==> config.mk <==
export PLATFORM = sky130hd
export DESIGN_NAME = blinkled_cascade_flat
export DESIGN_NICKNAME = d
export VERILOG_FILES = /design/src/rtl/blinkled_cascade_if.sv /design/src/rtl/blinkled_cascade.sv /design/src/flat_wrapper.sv
export SDC_FILE = /design/constraint.sdc
export NUM_CORES = 1
export LEC_CHECK = 0
export CAP_MARGIN = 25
export CORE_MARGIN = 1.5
export CORE_UTILIZATION = 40
export CTS_CLUSTER_DIAMETER = 80
export CTS_CLUSTER_SIZE = 14
export DETAILED_ROUTE_END_ITERATION = 16
export HOLD_SLACK_MARGIN = 0.05
export PLACE_DENSITY = 0.54
export SYNTH_ARGS = -nofsm -noshare
export SYNTH_HDL_FRONTEND = slang
export SYNTH_SLANG_ARGS = --single-unit
export TNS_END_PERCENT = 100
==> constraint.sdc <==
create_clock -name CLK -period 3.3 [get_ports CLK]
set_input_delay 0.33 -clock CLK [delete_from_list [all_inputs] [get_ports CLK]]
set_output_delay 0.33 -clock CLK [all_outputs]
set_load 0.05 [all_outputs]
==> src/rtl/blinkled_cascade_if.sv <==
// blinkled_cascade_if: period-write handshake between a configuring master and the blinker
interface blinkled_cascade_if #(
    parameter int CH_BITS   = 2,
    parameter int CNT_WIDTH = 32
);
    logic                 cfg_valid;
    logic                 cfg_ready;
    logic [CH_BITS-1:0]   cfg_ch;
    logic [CNT_WIDTH-1:0] cfg_period;
    modport master (output cfg_valid, cfg_ch, cfg_period, input cfg_ready);
    modport slave (input cfg_valid, cfg_ch, cfg_period, output cfg_ready);
endinterface

==> src/rtl/blinkled_cascade.sv <==
// blinkled_cascade: multi-channel runtime-programmable LED blinker
// Define BLINKLED_CASCADE_EN to make channel i count the ticks of channel i-1.
module blinkled_cascade #(
    parameter int WIDTH          = 8,
    parameter int NUM_CH         = 4,
    parameter int CNT_WIDTH      = 32,
    parameter int DEFAULT_PERIOD = 1023,
    parameter int CH_BITS        = (NUM_CH > 1 ? $clog2(NUM_CH) : 1)
) (
    input  logic                    CLK,
    input  logic                    RST,
    blinkled_cascade_if.slave       cfg,
    input  logic [NUM_CH-1:0]       enable,
    output logic [NUM_CH-1:0]       tick,
    output logic [NUM_CH*WIDTH-1:0] LED
);
    logic ready_q, ready_d, acc;
    always_comb begin
        acc     = cfg.cfg_valid && ready_q;
        ready_d = !acc;
    end
    always_ff @(posedge CLK) begin
        ready_q <= RST ? 1'b1 : ready_d;
    end
    assign cfg.cfg_ready = ready_q;
    for (genvar i = 0; i < NUM_CH; i++) begin : g_ch
        logic [CNT_WIDTH-1:0] period_q, period_d, cnt_q, cnt_d;
        logic [WIDTH-1:0]     led_q, led_d;
        logic                 tick_q, tick_d, ev, wr, wrap;
`ifdef BLINKLED_CASCADE_EN
        if (i > 0) begin : g_casc
            assign ev = tick[i-1];
        end else begin : g_first
            assign ev = 1'b1;
        end
`else
        assign ev = 1'b1;
`endif
        // A write clears the count, so a shrunk period never causes a long wrap.
        always_comb begin
            wr       = acc && (cfg.cfg_ch == CH_BITS'(i));
            wrap     = cnt_q == period_q;
            period_d = wr ? cfg.cfg_period : period_q;
            cnt_d    = wr ? '0 : (enable[i] && ev) ? (wrap ? '0 : cnt_q + 1'b1) : cnt_q;
            tick_d   = !wr && enable[i] && ev && wrap;
            led_d    = (tick_q && enable[i]) ? led_q + 1'b1 : led_q;
        end
        always_ff @(posedge CLK) begin
            if (RST) begin
                period_q <= CNT_WIDTH'(DEFAULT_PERIOD);
                cnt_q    <= '0;
                tick_q   <= 1'b0;
                led_q    <= '0;
            end else begin
                period_q <= period_d;
                cnt_q    <= cnt_d;
                tick_q   <= tick_d;
                led_q    <= led_d;
            end
        end
        assign tick[i]              = tick_q;
        assign LED[i*WIDTH +: WIDTH] = led_q;
    end
endmodule
==> src/flat_wrapper.sv <==
// flat-port wrapper written by rule: the top's interface ports become plain ports
module blinkled_cascade_flat 
#(
    parameter int WIDTH          = 8,
    parameter int NUM_CH         = 4,
    parameter int CNT_WIDTH      = 32,
    parameter int DEFAULT_PERIOD = 1023,
    parameter int CH_BITS        = (NUM_CH > 1 ? $clog2(NUM_CH) : 1)
)
  (CLK, RST, enable, tick, LED, cfg_cfg_valid, cfg_cfg_ch, cfg_cfg_period, cfg_cfg_ready);
  blinkled_cascade_if #(.CH_BITS(CH_BITS), .CNT_WIDTH(CNT_WIDTH)) cfg_i ();
  input  logic CLK;
  input  logic RST;
  input  logic [NUM_CH-1:0] enable;
  output logic [NUM_CH-1:0] tick;
  output logic [NUM_CH*WIDTH-1:0] LED;
  input wire logic [$bits(cfg_i.cfg_valid)-1:0] cfg_cfg_valid;
  input wire logic [$bits(cfg_i.cfg_ch)-1:0] cfg_cfg_ch;
  input wire logic [$bits(cfg_i.cfg_period)-1:0] cfg_cfg_period;
  output wire logic [$bits(cfg_i.cfg_ready)-1:0] cfg_cfg_ready;
  assign cfg_i.cfg_valid = cfg_cfg_valid;
  assign cfg_i.cfg_ch = cfg_cfg_ch;
  assign cfg_i.cfg_period = cfg_cfg_period;
  assign cfg_cfg_ready = cfg_i.cfg_ready;
  blinkled_cascade #(.WIDTH(WIDTH), .NUM_CH(NUM_CH), .CNT_WIDTH(CNT_WIDTH), .DEFAULT_PERIOD(DEFAULT_PERIOD), .CH_BITS(CH_BITS)) u_core (.CLK(CLK), .RST(RST), .cfg(cfg_i), .enable(enable), .tick(tick), .LED(LED));
endmodule
==> run summary, run 1 <==
Final ANT Viol Nets = 0
Cells after Synth = 1,583
R2R depth = 6
Pre-antenna DRT Iters = 5
Synth Area per Inst = 8.464 µm²
initial antenna violation count = 0
share of post-route cells with drive strength above 1 = 4.585%
DRT iter0 DRCs = 670
CP arrival = 1880 ps
commonest non-fill, non-tap cell in the layout = nand2_1
Clock Pin Slew Worst Setup and Hold Paths = 70 ps
number of cells on the critical path = 1
io pins = 78
Mapped Nets = 1,632
Yosys cell types = 43
largest net degree at the start of global routing = 66
first-pass GRT wire length = 58.28 mm
Crit. End Element = output pin
Final #Nets = 1,663
Final period util = 66.93%
clk_skew = 17.05 ps
reg-to-reg critical path endpoint = u_core.g_ch[1].cnt_q[21]
worst hold path class = in -> reg
critical path fanouts, max = 5
Via density = 5.260
yosys warns = 0
Max VDD drop = 382.7 µV
total of max-cap violations = 0
grt total ovfl = 0
Worst Hold Path EP = u_core.g_ch[3].period_q[23]
Clk Latency, worst-skew pair = 530 ps
CTS buffer count = 24
Pleak = 5.397 nW
slowest stage cell, crit path = clkdlybuf4s50_1
minimum clock period = 2209 ps
HPWL after DPL = 24.84 mm
outcome = finished, final reports clean
Critical Path Start Type = flip-flop
WL final = 36.52 mm
# diodes = 0
CTS sink cnt = 293
Slew Limit Fails = 0
cell at the root of the clock tree = clkbuf_16
crit path cell chain = clkdlybuf4s50_1
worst path required time = 2970 ps
RSZ-0062 raised after global routing = no
CTS tree = yes
Fin Setup TNS = 0 ps
placeable core area = 32,780 µm²
initial core utilization = 40.87%
design area = 15,150 µm²
routed len/inst = 17.76 µm
commonest cells after routing, fill and taps aside = nand2_1 (310), dfxtp_1 (293), xor2_1 (157)
Final Wtd Congestion = 0.8165
final core utilization = 46.20%
Hold Path Cell Cnt = 2
# rows = 66
R2R setup slack = 1130 ps
Sequential Area = 5866 µm²
Gates resized, CTS repair = 0
pwr dens = 441.3 nW/µm²
die height = 186.0 µm
Post-Syn Area = 13,400 µm²
number of port buffers = 77
Worst Setup Path Type = reg -> out
worst slew pin tran = 687.0 ps
Top Family by Delay on Critical Path = buffers and inverters
count of final setup violators = 0
Largest stage delay, worst path = 870 ps
Multi-input gate area = 7068 µm²
fillers = 3,238
Setup Buffers After CTS = 0
DRC errors left = 0
Die Area = 34,600 µm²
Bufs and invs on worst path = 1
worst hold start = RST
placed cell count = 2,030
post-synthesis sequential area ratio = 43.78%
CTS Hold Bufs = 0
H-tree depth = 1
dpl cell area = 14,520 µm²
Hold WS = 230.7 ps
reg2reg start = u_core.g_ch[1].cnt_q[23]
final cell count without fillers = 2,056
register bit total from synthesis = 293
Max-slew headroom = 54.20%
maximum clock frequency = 452.8 MHz
Die Wd = 186.0 µm
maximum buffer depth of the clock tree = 3
Vias = 10,810
final hold vios = 0
Area growth syn-to-layout = 13.06%
number of global-route vias before repair = 10,280
All-Layer GR Usage = 21.53%
how the worst max path moves through the flow:
stage                          endpoint  slack, ps                     from
2_1_floorplan   u_core.g_ch[0].cnt_q[0]       1260     u_core.cfg.cfg_ready
3_3_place_gp   u_core.g_ch[1].cnt_q[16]        850                enable[1]
3_5_place_dp   u_core.g_ch[1].cnt_q[22]        780                enable[1]
4_1_cts                         tick[0]       1070    u_core.g_ch[0].tick_q
5_1_grt        u_core.g_ch[1].cnt_q[22]       1000  u_core.g_ch[1].cnt_q[0]
6_report                        tick[0]       1090    u_core.g_ch[0].tick_q
cell type report:
class / instances / share of cell area [%]
Clock buffer: 26 / 4.155
Sequential cell: 293 / 38.72
Timing Repair Buffer: 104 / 6.410
Inverter: 16 / 0.3965
Tap cell: 442 / 3.651
Multi-Input combinational cell: 1175 / 46.66
routing by layer:
| metal | GRT usage (%) | up-vias | wire length [µm] |
|---|---|---|---|
| met5 | 0 | - | 0 |
| met4 | 4.710 | 0 | 686 |
| met3 | 2.328 | 41 | 1491 |
| met2 | 35.10 | 177 | 16610 |
| met1 | 30.53 | 5177 | 17730 |
| li1 | - | 5419 | - |
synth_stat cells:
cell	number	area share, %
nand4_1	66	3.1
a211oi_1	3	0.17
and4_1	15	0.98
nand2_1	310	8.7
buf_1	2	0.056
inv_2	1	0.028
or2_2	3	0.14
and2_1	9	0.42
nor2b_1	3	0.14
dfxtp_1	293	44
nand3_1	55	2.1
nor4_2	2	0.19
a211oi_2	1	0.093
nand4b_1	2	0.13
buf_2	21	0.78
o31ai_1	1	0.056
mux2i_1	5	0.37
or3_1	9	0.42
nor4_1	34	1.6
nor4b_1	2	0.13
nor3_1	140	5.2
nand2b_1	3	0.14
nor3_4	1	0.12
and3_1	21	0.98
clkbuf_1	64	1.8
buf_4	11	0.62
xnor2_1	114	7.5
a21oi_1	96	3.6
or4_1	7	0.39
nor3b_1	1	0.056
ha_1	8	0.75
and4bb_2	1	0.093
o21ai_0	8	0.30
nor2_2	1	0.047
and4_4	1	0.084
nand3_2	1	0.075
inv_1	15	0.42
xor2_1	157	10
nor4_4	3	0.48
nor3_2	2	0.15
clkbuf_2	1	0.037
nor2_1	50	1.4
nand3b_1	40	2.2
logic make-up after synthesis:
| kind of cell | share of synthesized area [%] |
|---|---|
| mux | 0.3736 |
| flops | 43.78 |
| fa+ha+maj | 0.7471 |
| buf+inv | 3.735 |
| compound gates | 4.202 |
| xor+xnor | 17.72 |
| simple gates | 29.45 |
power by group:
part	switching, mW	total (mW)	internal [mW]	leakage [nW]
sequential	0.0632	3.67	3.60	2.37
clock	1.26	2.59	1.33	0.309
combinational	0.265	0.424	0.158	2.72
state kept, by name, indices dropped and copies added, names as in the netlist:
| name | flops |
|---|---|
| u_core.cfg.cfg_ready | 1 |
| u_core.g_ch.cnt_q | 128 |
| u_core.g_ch.led_q | 32 |
| u_core.g_ch.period_q | 128 |
| u_core.g_ch.tick_q | 4 |
through the flow:
| stage | setup WS (ps) | power [mW] |
|---|---|---|
| 2_1_floorplan | 1257 | 3.973 |
| 3_3_place_gp | 849.1 | 4.165 |
| 3_5_place_dp | 783.3 | 4.169 |
| 4_1_cts | 1073 | 6.770 |
| 5_1_grt | 999.6 | 6.960 |
| 6_report | 1091 | 6.685 |
Power figures use the tool's default switching activity.
==> inputs of run 2 (changes only) <==
Clock period 3.3 ns to 2.2 ns, I/O delays scaled along.
==> run summary, run 2 (synthesized netlist as in run 1, its figures left out) <==
outcome = finished, final reports clean
routed len/inst = 17.53 µm (-1.3%)
io pins = 78 (unchanged)
Top Family by Delay on Critical Path = buffers and inverters
Hold WS = 128.4 ps (-102.3 ps)
Final Wtd Congestion = 0.8466 (+3.7%)
commonest cells after routing, fill and taps aside = nand2_1 (310), dfxtp_1 (293), xor2_1 (157)
final hold vios = 0 (unchanged)
Crit. End Element = output pin
Vias = 10,830 (+0.18%)
RSZ-0062 raised after global routing = no
largest net degree at the start of global routing = 60 (-9.1%)
die height = 186.0 µm (unchanged)
Slew Limit Fails = 0 (unchanged)
first-pass GRT wire length = 57.66 mm (-1.1%)
H-tree depth = 1 (unchanged)
R2R setup slack = 170 ps (-960 ps)
clk_skew = 10.58 ps (-6.470 ps)
number of port buffers = 77 (unchanged)
Clk Latency, worst-skew pair = 550 ps (+20 ps)
crit path to = tick[0]
dpl cell area = 14,920 µm² (+2.7%)
Bufs and invs on worst path = 1 (unchanged)
cell at the root of the clock tree = clkbuf_16
Critical Path Start Type = flip-flop
reg-to-reg critical path endpoint = u_core.g_ch[1].cnt_q[6]
design area = 15,540 µm² (+2.6%)
critical path fanouts, max = 5 (unchanged)
maximum clock frequency = 474.5 MHz
R2R depth = 6 (unchanged)
maximum buffer depth of the clock tree = 3 (unchanged)
number of global-route vias before repair = 10,170 (-0.99%)
final core utilization = 47.39% (+1.2 points)
# diodes = 0 (unchanged)
placed cell count = 2,068 (+1.9%)
CTS tree = yes
Crit. Startpoint = u_core.g_ch[0].tick_q
Via density = 5.173 (-1.6%)
initial core utilization = 40.87% (unchanged)
Clock Pin Slew Worst Setup and Hold Paths = 70 ps (about the same)
Final period util = 95.79%
WL final = 36.72 mm (+0.55%)
All-Layer GR Usage = 21.45% (-0.081 points)
slowest stage cell, crit path = clkdlybuf4s50_1
Area growth syn-to-layout = 15.96%
CTS buffer count = 24 (unchanged)
crit path cell chain = clkdlybuf4s50_1
Gates resized, CTS repair = 0 (unchanged)
share of post-route cells with drive strength above 1 = 6.780% (+2.2 points)
grt total ovfl = 0 (unchanged)
CP arrival = 1890 ps (about the same)
Regs by FF count = u_core.g_ch.cnt_q (128), u_core.g_ch.period_q (128), u_core.g_ch.led_q (32)
worst hold path class = in -> reg
Max VDD drop = 546.8 µV (+43%)
count of final setup violators = 0 (unchanged)
placeable core area = 32,780 µm² (unchanged)
pwr dens = 646.4 nW/µm² (+46%)
commonest non-fill, non-tap cell in the layout = nand2_1
Max-slew headroom = 59.06% (+4.9 points)
Final ANT Viol Nets = 0 (unchanged)
CTS sink cnt = 293 (unchanged)
Pre-antenna DRT Iters = 5 (unchanged)
HPWL after DPL = 25.32 mm (+1.9%)
DRC errors left = 0 (unchanged)
final cell count without fillers = 2,094 (+1.8%)
worst path required time = 1980 ps (-990 ps)
Fin Setup TNS = 0 ps (unchanged)
Die Wd = 186.0 µm (unchanged)
total of max-cap violations = 0 (unchanged)
Setup Buffers After CTS = 0 (unchanged)
Pleak = 5.627 nW (+4.3%)
number of cells on the critical path = 1 (unchanged)
# rows = 66 (unchanged)
CTS Hold Bufs = 0 (unchanged)
Largest stage delay, worst path = 870 ps (about the same)
initial antenna violation count = 0 (unchanged)
minimum clock period = 2107 ps
reg2reg start = u_core.g_ch[1].cnt_q[29]
DRT iter0 DRCs = 815 (+22%)
worst slew pin tran = 612.2 ps (-74.80 ps)
Die Area = 34,600 µm² (unchanged)
Final #Nets = 1,701 (+2.3%)
Worst Setup Path Type = reg -> out
-- run 2: worst min path at each step --
stage	from	endpoint	cells past startpoint
6_report	RST	u_core.g_ch[0].period_q[25]	2
5_1_grt	RST	u_core.g_ch[0].period_q[25]	2
4_1_cts	RST	u_core.g_ch[3].period_q[28]	2
3_5_place_dp	u_core.g_ch[1].period_q[13]	u_core.g_ch[1].period_q[13]	2
3_3_place_gp	u_core.g_ch[0].period_q[12]	u_core.g_ch[0].period_q[12]	2
2_1_floorplan	cfg_cfg_period[0]	u_core.g_ch[0].period_q[0]	2
-- run 2: cell type report --
class | instances | area [µm²]
Clock buffer | 25 | 604.3
Inverter | 16 | 60.06
Sequential cell | 293 | 5866
Clock inverter | 1 | 16.27
Timing Repair Buffer | 142 | 1369
Fill cell | 3207 | 17250
Multi-Input combinational cell | 1175 | 7068
Tap cell | 442 | 553.0
-- run 2: metrics by stage --
step	total power, mW	setup slack, ps
finish	10.04	92.72
detailed placement	6.289	11.57
global route	10.40	29.71
floorplan	5.959	157.5
global placement	6.284	19.63
CTS	10.16	79.99
-- run 2: metal layers --
layer	wire, µm	GRT usage (%)	up-vias
li1	-	-	5505
met1	17590	29.97	5101
met2	17150	35.79	188
met3	1402	2.328	39
met4	571	4.129	0
met5	0	0	-
-- run 2: report_power, final --
group,internal [mW],total [mW],switching (mW)
registers,5.40,5.49,0.0880
clock network,1.94,3.87,1.93
logic,0.268,0.677,0.409
==> variant, RTL diff (settings of run 2) <==
`CNT_WIDTH` is set to 32 in 3 places; all go to 64.
--- a/src/rtl/blinkled_cascade_if.sv
+++ b/src/rtl/blinkled_cascade_if.sv
@@ -1,7 +1,7 @@
 // blinkled_cascade_if: period-write handshake between a configuring master and the blinker
 interface blinkled_cascade_if #(
     parameter int CH_BITS   = 2,
-    parameter int CNT_WIDTH = 32
+    parameter int CNT_WIDTH = 64
 );
     logic                 cfg_valid;
     logic                 cfg_ready;
--- a/src/rtl/blinkled_cascade.sv
+++ b/src/rtl/blinkled_cascade.sv
@@ -3,7 +3,7 @@
 module blinkled_cascade #(
     parameter int WIDTH          = 8,
     parameter int NUM_CH         = 4,
-    parameter int CNT_WIDTH      = 32,
+    parameter int CNT_WIDTH      = 64,
     parameter int DEFAULT_PERIOD = 1023,
     parameter int CH_BITS        = (NUM_CH > 1 ? $clog2(NUM_CH) : 1)
 ) (
--- a/src/flat_wrapper.sv
+++ b/src/flat_wrapper.sv
@@ -3,7 +3,7 @@
 #(
     parameter int WIDTH          = 8,
     parameter int NUM_CH         = 4,
-    parameter int CNT_WIDTH      = 32,
+    parameter int CNT_WIDTH      = 64,
     parameter int DEFAULT_PERIOD = 1023,
     parameter int CH_BITS        = (NUM_CH > 1 ? $clog2(NUM_CH) : 1)
 )
Interface: changed (resized cfg_cfg_period); port bits go from 78 to 110. The function was not compared with the original's and may differ.
==> variant against run 2 <==
The flow now finishes with violations (negative setup slack); synthesized cell count rose by 89%; power rose by 93%; sequential power rose by 86%; fmax fell by 7.3%; cell count rose by 95%; clock power rose by 94%; setup slack got worse by 0.17 ns; clock skew rose by 0.0059 ns; area after synthesis rose by 85%; largest cell class unchanged; final area rose by 98%; sequential cell count rose by 256; routed wire length rose by 130%; die area rose by 83%; critical path depth rose by 9.
==> variant: results (changes against run 2) <==
[timing]
setup_violations=106  ; was 0
finalWorstSetupSlack_ns=-0.0724  ; was 0.0927 ns
tightestPinTransition_ns=0.808  ; was 0.612 ns
hold_ws_ns=0.394  ; was 0.128 ns

[worst_setup_path]
arrival_ns=2.77  ; was 1.89 ns
rr_worst_depth=10  ; was 6

[min_path]
hp-start=cfg_cfg_period[17]  ; was RST

[global_route]
grt_first_pass_wirelength_mm=124  ; was 57.7 mm
antenna_found_initial=3  ; was 0
grt_util_all_layers=0.260  ; was 0.215
grt_start_max_net_pins=74  ; was 60
grt_pass1_vias=20400  ; was 10200

[place]
io_buffers=109  ; was 77
placed_area_mm2=0.0284  ; was 0.0149 mm2
dp_cells=3994  ; was 2068
gp_congestion=0.877  ; was 0.847
dpl_worst_slack_ns=-0.136  ; was 0.0116 ns

[run_status]
outcome=complete, but fails checks  ; was complete, no violations
violations=negative setup slack

[logic_synthesis]
synth.net_count=3068  ; was 1632
synth_cells=2987  ; was 1583
seq_area_frac_synth=0.444  ; was 0.438

[clock_tree]
clkLatencyLatePin_ns=0.61  ; was 0.55 ns
cts-buffers-inserted=45  ; was 24

[pwr]
ir_worst_vdd_mv=0.523  ; was 0.547 mV
p_leak_nw=10.6  ; was 5.63 nW

[finish]
fin_cells=4078  ; was 2094
drive_above_1_share=0.153  ; was 0.0678

[drt]
wire_per_inst_um=20.7  ; was 17.5 um

## variant: changes by cell type after synthesis, sizes merged, moves of 47 or more
| cell | change |
|---|---|
| dfxtp | +256 |
| nor3 | -105 |
| nand4 | +95 |
| nor2 | +264 |
| a21oi | +140 |
| nand3 | +47 |
| nand2 | +303 |
| xnor2 | +247 |
## variant: area by class of cell
| cell class | instances | area, um2 |
|---|---|---|
| Sequential cell | 549 | 11000 |
| Antenna cell | 3 | 7.51 |
| Multi-Input combinational cell | 2253 | 13700 |
| Clock buffer | 48 | 1180 |
| Clock inverter | 3 | 22.5 |
| Fill cell | 5835 | 30700 |
| Timing Repair Buffer | 401 | 3780 |
| Tap cell | 790 | 988 |
| Inverter | 31 | 116 |
## variant: worst max-delay path, stage by stage (launching register included)
cell       delay (ns)
dfxtp_2          0.35
xnor2_4          0.23
nand4_1          0.17
nor4_4           0.35
buf_4            0.16
nand4_1          0.10
buf_4            0.18
o21ai_4          0.20
buf_6            0.18
clkbuf_16        0.19
nor2_4           0.03
## variant: what timing repair did
item	in CTS	in global routing
pin swaps	11	68
setup buffers	6	9
gates resized for setup	34	150
hold buffers	1	0
endpoints found under the hold margin	29	0
endpoints found under the setup margin	156	245
gates cloned	4	12
## variant: how the worst max path moves through the flow
stage                                to  slack [ns]  cells after the start
2_1_floorplan  u_core.g_ch[2].cnt_q[40]        0.12                      7
3_3_place_gp    u_core.g_ch[3].cnt_q[5]       -0.18                      9
3_5_place_dp   u_core.g_ch[1].cnt_q[14]       -0.14                      9
4_1_cts        u_core.g_ch[1].cnt_q[12]       -0.02                     10
5_1_grt         u_core.g_ch[1].cnt_q[3]       -0.13                     10
6_report       u_core.g_ch[3].cnt_q[43]       -0.07                     10
## variant: kinds of logic after synthesis
| group | after synthesis | synth area share |
|---|---|---|
| XOR/XNOR | 511 | 0.181 |
| buffers and inverters | 185 | 0.0308 |
| multiplexers | 1 | 0.000404 |
| AND/OR/NAND/NOR | 1466 | 0.285 |
| flip-flops | 549 | 0.444 |
| adder cells (fa/ha/maj) | 8 | 0.00404 |
| AO/OA/AOI/OAI | 267 | 0.0552 |
## variant: layer usage
layer / track usage / part of all wire
met5: 0 / 0.00027
met4: 0.111 / 0.040
met3: 0.0388 / 0.064
met2: 0.407 / 0.45
met1: 0.355 / 0.45
## variant: power by group
| part | switching, mW | internal [mW] |
|---|---|---|
| Sequential | 0.144 | 10.1 |
| Combinational | 0.975 | 0.593 |
| Clock | 3.74 | 3.78 |
